$ cat src/rtl/ad7264_conversion_sequencer_pkg.sv
// Shared types and default geometry for the AD7264 conversion sequencer.
package ad7264_pkg;

  typedef enum logic [1:0] {
    IDLE  = 2'd0,
    ARM   = 2'd1,
    SHIFT = 2'd2,
    GAP   = 2'd3
  } seq_state_t;

  localparam int FRAME_BITS_DEF = 32;
  localparam int CW_BITS_DEF    = 16;
  localparam int DATA_BITS_DEF  = 14;
  localparam int CAP_START_DEF  = 3;
  localparam int QUIET_CLKS_DEF = 4;

  // Control-word framing: MSB goes out first, an all-zero word leaves the part untouched.
  localparam int                     CW_MSB = CW_BITS_DEF - 1;
  localparam logic [CW_BITS_DEF-1:0] CW_NOP = '0;

endpackage

$ cat src/rtl/ad7264_conversion_sequencer_sclk_edge_detect.sv
// One-cycle rise/fall pulses from the fed-back SPI clock.
// spi_sclk is generated from Clk, so a single register stage is enough.
module sclk_edge_detect (
  input  logic Clk,
  input  logic reset,
  input  logic sclk,
  output logic rise,
  output logic fall
);

  logic sclk_q;

  always_ff @(posedge Clk) begin
    if (reset) sclk_q <= 1'b0;
    else       sclk_q <= sclk;
  end

  assign rise = sclk & ~sclk_q;
  assign fall = ~sclk & sclk_q;

endmodule

$ cat src/rtl/ad7264_conversion_sequencer.sv
// Drives one AD7264 frame through the SPI master and returns both channel samples.
//   state | meaning
//   IDLE  | ss low, waiting for start
//   ARM   | ss high, first SCLK rise loads the master's select flop
//   SHIFT | control word out on DIM, samples in from DOMA/DOMB
//   GAP   | ss low for QUIET_CLKS cycles before the next frame
module ad7264_conversion_sequencer
  import ad7264_pkg::*;
#(
  parameter int FRAME_BITS = FRAME_BITS_DEF,
  parameter int CW_BITS    = CW_BITS_DEF,
  parameter int DATA_BITS  = DATA_BITS_DEF,
  parameter int CAP_START  = CAP_START_DEF,
  parameter int QUIET_CLKS = QUIET_CLKS_DEF
) (
  input  logic                 Clk,
  input  logic                 reset,
  input  logic                 start,
  input  logic [CW_BITS-1:0]   control_word,
  output logic                 busy,
  input  logic                 spi_sclk,
  output logic                 ss,
  output logic                 startSending,
  output logic                 DIM,
  input  logic                 DOMA,
  input  logic                 DOMB,
  output logic [DATA_BITS-1:0] sample_a,
  output logic [DATA_BITS-1:0] sample_b,
  output logic                 sample_valid
);

  localparam int CNT_W = $clog2(FRAME_BITS) + 1;
  localparam int GAP_W = $clog2(QUIET_CLKS) + 1;

  localparam logic [CNT_W-1:0] LAST_BIT = CNT_W'(FRAME_BITS - 1);
  localparam logic [CNT_W-1:0] CAP_LO   = CNT_W'(CAP_START);
  localparam logic [CNT_W-1:0] CAP_HI   = CNT_W'(CAP_START + DATA_BITS - 1);
  localparam logic [CNT_W-1:0] CW_LAST  = CNT_W'(CW_BITS - 1);
  localparam logic [GAP_W-1:0] GAP_LOAD = GAP_W'(QUIET_CLKS - 1);

  seq_state_t state, state_nxt;

  logic                 sclk_rise, sclk_fall;
  logic [CNT_W-1:0]     bit_cnt;
  logic [CW_BITS-1:0]   cw_sr;
  logic [DATA_BITS-1:0] sh_a, sh_b;
  logic [GAP_W-1:0]     gap_cnt;
  logic                 tx_en;

  logic accept, shift_rise, frame_end, cap_bit;

  sclk_edge_detect u_edge (
    .Clk   (Clk),
    .reset (reset),
    .sclk  (spi_sclk),
    .rise  (sclk_rise),
    .fall  (sclk_fall)
  );

  assign accept     = (state == IDLE) && start;
  assign shift_rise = (state == SHIFT) && sclk_rise;
  assign frame_end  = shift_rise && (bit_cnt == LAST_BIT);
  assign cap_bit    = shift_rise && (bit_cnt >= CAP_LO) && (bit_cnt <= CAP_HI);

  always_ff @(posedge Clk) begin
    if (reset) state <= IDLE;
    else       state <= state_nxt;
  end

  always_comb begin
    state_nxt = state;
    unique case (state)
      IDLE:    if (start)             state_nxt = ARM;
      ARM:     if (sclk_rise)         state_nxt = SHIFT;
      SHIFT:   if (frame_end)         state_nxt = GAP;
      GAP:     if (gap_cnt == '0)     state_nxt = IDLE;
      default:                        state_nxt = IDLE;
    endcase
  end

  always_comb begin
    busy         = 1'b1;
    ss           = 1'b0;
    startSending = 1'b0;
    DIM          = 1'b0;
    case (state)
      IDLE: busy = 1'b0;
      ARM, SHIFT: begin
        ss           = 1'b1;
        startSending = tx_en;
        DIM          = cw_sr[CW_BITS-1];
      end
      default: ;
    endcase
  end

  // The ARM-to-SHIFT rise only loads the master's select flop, so nothing shifts on it.
  always_ff @(posedge Clk) begin
    if (reset) begin
      bit_cnt <= '0;
      cw_sr   <= '0;
      tx_en   <= 1'b0;
    end else if (accept) begin
      bit_cnt <= '0;
      cw_sr   <= control_word;
      tx_en   <= 1'b1;
    end else if (shift_rise) begin
      bit_cnt <= bit_cnt + 1'b1;
      cw_sr   <= {cw_sr[CW_BITS-2:0], 1'b0};
      tx_en   <= (bit_cnt < CW_LAST);
    end
  end

  always_ff @(posedge Clk) begin
    if (reset) begin
      sh_a <= '0;
      sh_b <= '0;
    end else if (accept) begin
      sh_a <= '0;
      sh_b <= '0;
    end else if (cap_bit) begin
      sh_a <= {sh_a[DATA_BITS-2:0], DOMA};
      sh_b <= {sh_b[DATA_BITS-2:0], DOMB};
    end
  end

  always_ff @(posedge Clk) begin
    if (reset)                             gap_cnt <= '0;
    else if (frame_end)                    gap_cnt <= GAP_LOAD;
    else if (state == GAP && gap_cnt != '0) gap_cnt <= gap_cnt - 1'b1;
  end

  always_ff @(posedge Clk) begin
    if (reset) begin
      sample_a     <= '0;
      sample_b     <= '0;
      sample_valid <= 1'b0;
    end else begin
      sample_valid <= frame_end;
      if (frame_end) begin
        sample_a <= sh_a;
        sample_b <= sh_b;
      end
    end
  end

  // Each SCLK half-period must last at least two Clk cycles for DIM to settle.
  a_sclk_high_min: assert property (@(posedge Clk) disable iff (reset) sclk_rise |=> !sclk_fall);
  a_sclk_low_min:  assert property (@(posedge Clk) disable iff (reset) sclk_fall |=> !sclk_rise);

endmodule

$ cat config.mk
export PLATFORM = sky130hd
export DESIGN_NAME = ad7264_conversion_sequencer
export DESIGN_NICKNAME = d
export VERILOG_FILES = /design/src/rtl/ad7264_conversion_sequencer_pkg.sv /design/src/rtl/ad7264_conversion_sequencer_sclk_edge_detect.sv /design/src/rtl/ad7264_conversion_sequencer.sv
export SDC_FILE = /design/constraint.sdc
export NUM_CORES = 1
export LEC_CHECK = 0
export ABC_CLOCK_PERIOD_IN_PS = 4160
export CORE_ASPECT_RATIO = 1.75
export CORE_MARGIN = 1
export CORE_UTILIZATION = 44
export DETAILED_ROUTE_END_ITERATION = 6
export GPL_TIMING_DRIVEN = 0
export PLACE_DENSITY = 0.67
export SLEW_MARGIN = 20
export SYNTH_ARGS = -nofsm -noshare
export SYNTH_HDL_FRONTEND = slang
export SYNTH_SLANG_ARGS = --single-unit
$ cat constraint.sdc
create_clock -name Clk -period 4.16 [get_ports Clk]
set_input_delay 0.416 -clock Clk [delete_from_list [all_inputs] [get_ports Clk]]
set_output_delay 0.416 -clock Clk [all_outputs]
set_load 0.02 [all_outputs]
==> results of run 1 <==
registers in the layout, indices dropped and copies added, names as in the netlist:
register and count:
bit_cnt 6, sample_valid 1, sh_b 14, tx_en 1
sample_a 14, gap_cnt 3, sample_b 14, u_edge.sclk_q 1
state 2, cw_sr 16, sh_a 14
stage by stage:
step | cell area, um2 | setup slack, ps | util [%] | hold slack, ps
global placement | 4190 | 1910 | 53.3 | 443
global route | 4510 | 1760 | 57.4 | 471
CTS | 4510 | 1830 | 57.4 | 456
floorplan | 3550 | 2500 | - | 433
detailed placement | 4190 | 1880 | 53.3 | 447
finish | 4510 | 1850 | 57.4 | 451
logic make-up (layout without fill, tap and decap cells):
| family | Yosys count | after routing | share of synthesized area (%) |
|---|---|---|---|
| xor gates and xnor gates | 4 | 4 | 0.988 |
| AOI/OAI and AO/OA | 117 | 117 | 20.6 |
| and+or+nand+nor | 168 | 168 | 20.8 |
| DFF | 86 | 86 | 48.5 |
| buffers and inverters | 43 | 112 | 5.64 |
| muxes | 1 | 1 | 0.282 |
| adders and majority gates | 9 | 9 | 3.17 |
worst max-delay path, stage by stage (launching register included):
cell and delay, ps:
dfxtp_1 380, inv_1 100, ha_1 350, and2_1 150
clkdlybuf4s50_1 590
metal layers:
| layer | routed length (um) | up-vias | part of all wire, % | track usage (%) |
|---|---|---|---|---|
| met4 | 218 | 0 | 2.7 | 10.6 |
| met2 | 4180 | 65 | 52 | 35.9 |
| met1 | 3430 | 1452 | 42 | 23.2 |
| li1 | - | 1589 | - | - |
| met5 | 0 | - | 0 | 0 |
| met3 | 293 | 16 | 3.6 | 3.75 |
placed cells by master, fill, tap and decap left out, drive strengths merged, types with 13 or more instances in the layout:
| cell | count |
|---|---|
| nand3 | 32 |
| clkdlybuf4s50 | 53 |
| nor2 | 21 |
| dfxtp | 86 |
| clkbuf | 33 |
| a21oi | 65 |
| buf | 13 |
| o21ai | 30 |
| a311oi | 15 |
| nand2 | 95 |
final cells by class:
class / instances / share of cell area [%]
clock buffer: 12 / 5.47
tap: 90 / 2.50
multi-input combinational: 299 / 36.1
clock inverter: 4 / 1.55
buffer: 34 / 3.69
sequential: 86 / 38.2
timing repair buffer: 53 / 11.8
inverter: 9 / 0.750
power breakdown:
part	total (mW)	switching [mW]	internal [mW]
registers	0.914	0.0326	0.882
clock network	0.846	0.305	0.540
logic	0.393	0.241	0.151
total	2.15	0.579	1.57
final timing paths:
check | start | end | slack (ps)
setup / recovery | state[1]$_SDFFE_PP0P_ | startSending | 1850
setup reg to reg | state[0]$_SDFFE_PP0P_ | sample_a[12]$_SDFFE_PP0P_ | 2030
hold / removal | sample_b[8]$_SDFFE_PP0P_ | sample_b[8]$_SDFFE_PP0P_ | 450
hold reg to reg | sample_b[8]$_SDFFE_PP0P_ | sample_b[8]$_SDFFE_PP0P_ | 450
==> impl_metrics.env, run 1 <==
export IMPL_drc=0
export IMPL_syn_num_nets=459
export IMPL_dieArea_um2=8440
export IMPL_die_width_um=69.9
export IMPL_gp_congestion=0.794
export IMPL_finalCriticalPeriod_ps=2310
export IMPL_design_power_total_mw=2.15
export IMPL_wl_per_cell_um=13.8
export IMPL_grt_pass1_wl_um=13900
export IMPL_nNetsFinal=523
export IMPL_diodes=0
export IMPL_drive_above_1_share_pct=9.26
export IMPL_post_cts_buffers=0
export IMPL_grt_antenna_before_repair=0
export IMPL_grt_pass1_vias=3057
export IMPL_grt_max_degree=14
export IMPL_clk_pin_slew_ps=60
export IMPL_setup_viol=0
export IMPL_groute_usage_overall_pct=20.4
export IMPL_min_period_over_period_pct=55.5
export IMPL_drt_iter0_drc=124
export IMPL_synth_area_um2=3550
export IMPL_synth_commonest_cells="94 x nand2_1, 86 x dfxtp_1, 55 x a21oi_1"
export IMPL_leakagePower_nw=1.50
export IMPL_layout_area_seq_um2=1720
export IMPL_core_area_um2=7860
export IMPL_clockBufferDepth=2
export IMPL_yosys_area_top_type="dfxtp_1"
export IMPL_die_h_um=121
export IMPL_async_flop_share_pct=0
export IMPL_hold_violations=0
export IMPL_grt_ovfl_total=0
export IMPL_reg2regPathDepth=8
export IMPL_ir_worst_vdd_uv=254
export IMPL_ctsResizeCount=0
export IMPL_fin_setup_tns_ps=0
export IMPL_initial_core_util_pct=45.2
export IMPL_wirelength_um=8120
export IMPL_critPathMaxFanout=4
export IMPL_fill_cells=763
export IMPL_crit_arrival_ps=1890
export IMPL_criticalPathCategory="reg -> out"
export IMPL_endpoint_kind="output port"
export IMPL_drv_cap=0
export IMPL_yosysTopAreaCellShare_pct=48.5
export IMPL_drt_first_pass_iters=4
export IMPL_rsz0062_at_grt="false"
export IMPL_cts_tree="yes"
export IMPL_yosys_top_cells_area="dfxtp_1 49%, nand2_1 9.9%, a21oi_1 7.8%"
export IMPL_synth_edf_count=0
export IMPL_whs_path_depth=2
export IMPL_required_ps=3740
export IMPL_ys_flop_type="dfxtp_1"
export IMPL_synth_distinct_cells=39
export IMPL_drtAntennaViolNets=0
export IMPL_cts_hold_buf=0
export IMPL_num_rows=43
export IMPL_startpoint_type="flop"
export IMPL_seq_area_frac_synth_pct=48.5
export IMPL_yosys_register_bits=86
export IMPL_tightest_slew_ps=735
export IMPL_final_setup_skew_ps=5.60
export IMPL_cts_htree_levels=3
export IMPL_placedCellCount=571
export IMPL_syn_inst=428
export IMPL_tritoncts_num_buffers=9
export IMPL_clock_sinks=86
export IMPL_status="finished clean"
export IMPL_insertion_delay_ps=330
export IMPL_fmaxAchievable_mhz=433
export IMPL_place_hpwl_um=5810
export IMPL_place_port_buffers=53
export IMPL_syn_area_per_cell_um2=8.29
export IMPL_routed_via_density=5.32
export IMPL_synth_warnings=0
export IMPL_io_pin_count=55
export IMPL_slew_headroom_pct=51.0
export IMPL_num_vias=3122
export IMPL_power_density_nw_per_um2=478
export IMPL_area_growth_pct=27.1
export IMPL_drv_slew=0
export IMPL_instances_no_fill=587
export IMPL_hp_class="reg -> reg"
export IMPL_synth_most_common_cell="nand2_1"
export IMPL_cts_root_buffer="clkbuf_16"
export IMPL_multi_input_area_um2=1630
Note: power is estimated with default switching activity, not from simulation.
==> run 2, diff against run 1 <==
--- a/config.mk
+++ b/config.mk
@@ -5,7 +5,7 @@
 export SDC_FILE = /design/constraint.sdc
 export NUM_CORES = 1
 export LEC_CHECK = 0
-export ABC_CLOCK_PERIOD_IN_PS = 4160
+export ABC_CLOCK_PERIOD_IN_PS = 2250
 export CORE_ASPECT_RATIO = 1.75
 export CORE_MARGIN = 1
 export CORE_UTILIZATION = 44
==> constraint.sdc (replaced) <==
create_clock -name Clk -period 2.25 [get_ports Clk]
set_input_delay 0.225 -clock Clk [delete_from_list [all_inputs] [get_ports Clk]]
set_output_delay 0.225 -clock Clk [all_outputs]
set_load 0.02 [all_outputs]
==> impl_metrics.env, run 2 (synthesis results as in run 1) <==
export IMPL_required_ps=2030
export IMPL_multi_input_area_um2=1630
export IMPL_gp_congestion=0.794
export IMPL_num_rows=43
export IMPL_die_h_um=121
export IMPL_cts_root_buffer="clkbuf_16"
export IMPL_setup_viol=0
export IMPL_grt_pass1_wl_um=13900
export IMPL_drtAntennaViolNets=0
export IMPL_hp_class="in -> reg"
export IMPL_place_area_um2=4190
export IMPL_cts_tree="yes"
export IMPL_p_comb_share_pct=18.2
export IMPL_power_share_clock_pct=39.3
export IMPL_clk_pin_slew_ps=60
export IMPL_layout_area_seq_um2=1720
export IMPL_io_pin_count=55
export IMPL_final_setup_skew_ps=5.70
export IMPL_final_common_cell="nand2_1"
export IMPL_critPathTopFamily="buffers and inverters"
export IMPL_status="finished clean"
export IMPL_p_int_mw=2.91
export IMPL_hold_violations=0
export IMPL_power_density_nw_per_um2=883
export IMPL_drt_first_pass_iters=4
export IMPL_initial_core_util_pct=45.2
export IMPL_clockBufferDepth=2
export IMPL_drv_slew=0
export IMPL_cp_num_buf_inv=2
export IMPL_largest_reg_flops=16
export IMPL_max_stage_delay_ps=590
export IMPL_highest_layer="met4"
export IMPL_crit_arrival_ps=1890
export IMPL_wl_met3_um=337
export IMPL_nNetsFinal=523
export IMPL_fin_setup_tns_ps=0
export IMPL_grt_ovfl_total=0
export IMPL_drv_cap=0
export IMPL_largest_register="cw_sr"
export IMPL_grt_pass1_vias=3057
export IMPL_placedCellCount=571
export IMPL_layout_common_cells="94 x nand2_1, 86 x dfxtp_1, 55 x a21oi_1"
export IMPL_timing_rr_start="state[0]$_SDFFE_PP0P_"
export IMPL_routed_via_density=5.34
export IMPL_criticalPathCategory="reg -> out"
export IMPL_dieArea_um2=8440
export IMPL_fmaxAchievable_mhz=473
export IMPL_finalWorstSetupSlack_ps=135
export IMPL_grt_antenna_before_repair=0
export IMPL_endpoint_kind="output port"
export IMPL_p_sw_mw=1.07
export IMPL_tritoncts_num_buffers=9
export IMPL_startpoint_type="flop"
export IMPL_post_cts_buffers=0
export IMPL_wirelength_um=8120
export IMPL_die_width_um=69.9
export IMPL_leakagePower_nw=1.50
export IMPL_wl_per_cell_um=13.8
export IMPL_slew_headroom_pct=50.8
export IMPL_instances_no_fill=587
export IMPL_tightest_slew_ps=739
export IMPL_drc=0
export IMPL_startpoint="state[1]$_SDFFE_PP0P_"
export IMPL_place_hpwl_um=5810
export IMPL_crit_slowest_cell="clkdlybuf4s50_1"
export IMPL_min_period_over_period_pct=94.0
export IMPL_rsz0062_at_grt="false"
export IMPL_post_place_ws_ps=132
export IMPL_drive_above_1_share_pct=9.46
export IMPL_crit_chain="inv_1, ha_1, and2_1, clkdlybuf4s50_1"
export IMPL_finalCriticalPeriod_ps=2110
export IMPL_grt_max_degree=14
export IMPL_design_power_total_mw=3.98
export IMPL_core_area_um2=7860
export IMPL_groute_usage_overall_pct=20.4
export IMPL_fill_cells=762
export IMPL_drt_iter0_drc=138
export IMPL_place_port_buffers=53
export IMPL_area_growth_pct=27.1
export IMPL_switching_share_pct=26.9
export IMPL_stdcell_area_um2=4510
export IMPL_insertion_delay_ps=330
export IMPL_num_vias=3133
export IMPL_pwr_share_seq_pct=42.5
export IMPL_ir_worst_vdd_uv=470
export IMPL_diodes=0
export IMPL_route_met2_wl_um=4180
export IMPL_critPathMaxFanout=4
export IMPL_clock_sinks=86
export IMPL_met1_length_um=3390
export IMPL_hp_start="reset"
export IMPL_cts_htree_levels=3
[run 2: cell counts in the layout (fill, tap and decap cells not counted)]
No cell type changed its count.
[run 2: power groups by stage]
stage	sequential, mW	clock, mW	combinational, mW
global placement	1.72	0	0.712
floorplan	1.71	0	0.490
detailed placement	1.72	0	0.731
CTS	1.69	1.60	0.736
finish	1.69	1.56	0.726
global route	1.70	1.66	0.810
[run 2: worst paths after layout]
kind / end / depth (start not counted) / slack, ps
hold reg to reg: sample_b[1]$_SDFFE_PP0P_ / 2 / 450
setup reg to reg: sample_a[13]$_SDFFE_PP0P_ / 8 / 250
setup / recovery: startSending / 4 / 140
hold / removal: gap_cnt[2]$_SDFFE_PP0P_ / 2 / 280
[run 2: routing by layer]
metal | vias to the layer above | track usage, %
met4 | 0 | 10.6
li1 | 1589 | -
met2 | 72 | 35.9
met3 | 16 | 3.75
met5 | - | 0
met1 | 1456 | 23.2
[run 2: stage by stage]
step           hold slack (ps)  utilization, %
2_1_floorplan              353               -
3_3_place_gp               443            53.3
3_5_place_dp               447            53.3
4_1_cts                    284            57.4
5_1_grt                    322            57.4
6_report                   284            57.4
[run 2: timing repair]
item                       CTS  global route
hold buffers                 0             0
setup endpoints to repair    0             8
gates resized for setup      0             2
[run 2: layout make-up]
class | count | area share, %
Sequential cell | 86 | 38.2
Multi-Input combinational cell | 299 | 36.1
Timing Repair Buffer | 53 | 11.8
Inverter | 9 | 0.749
Clock inverter | 4 | 1.55
Buffer | 34 | 3.72
Tap cell | 90 | 2.50
Clock buffer | 12 | 5.47
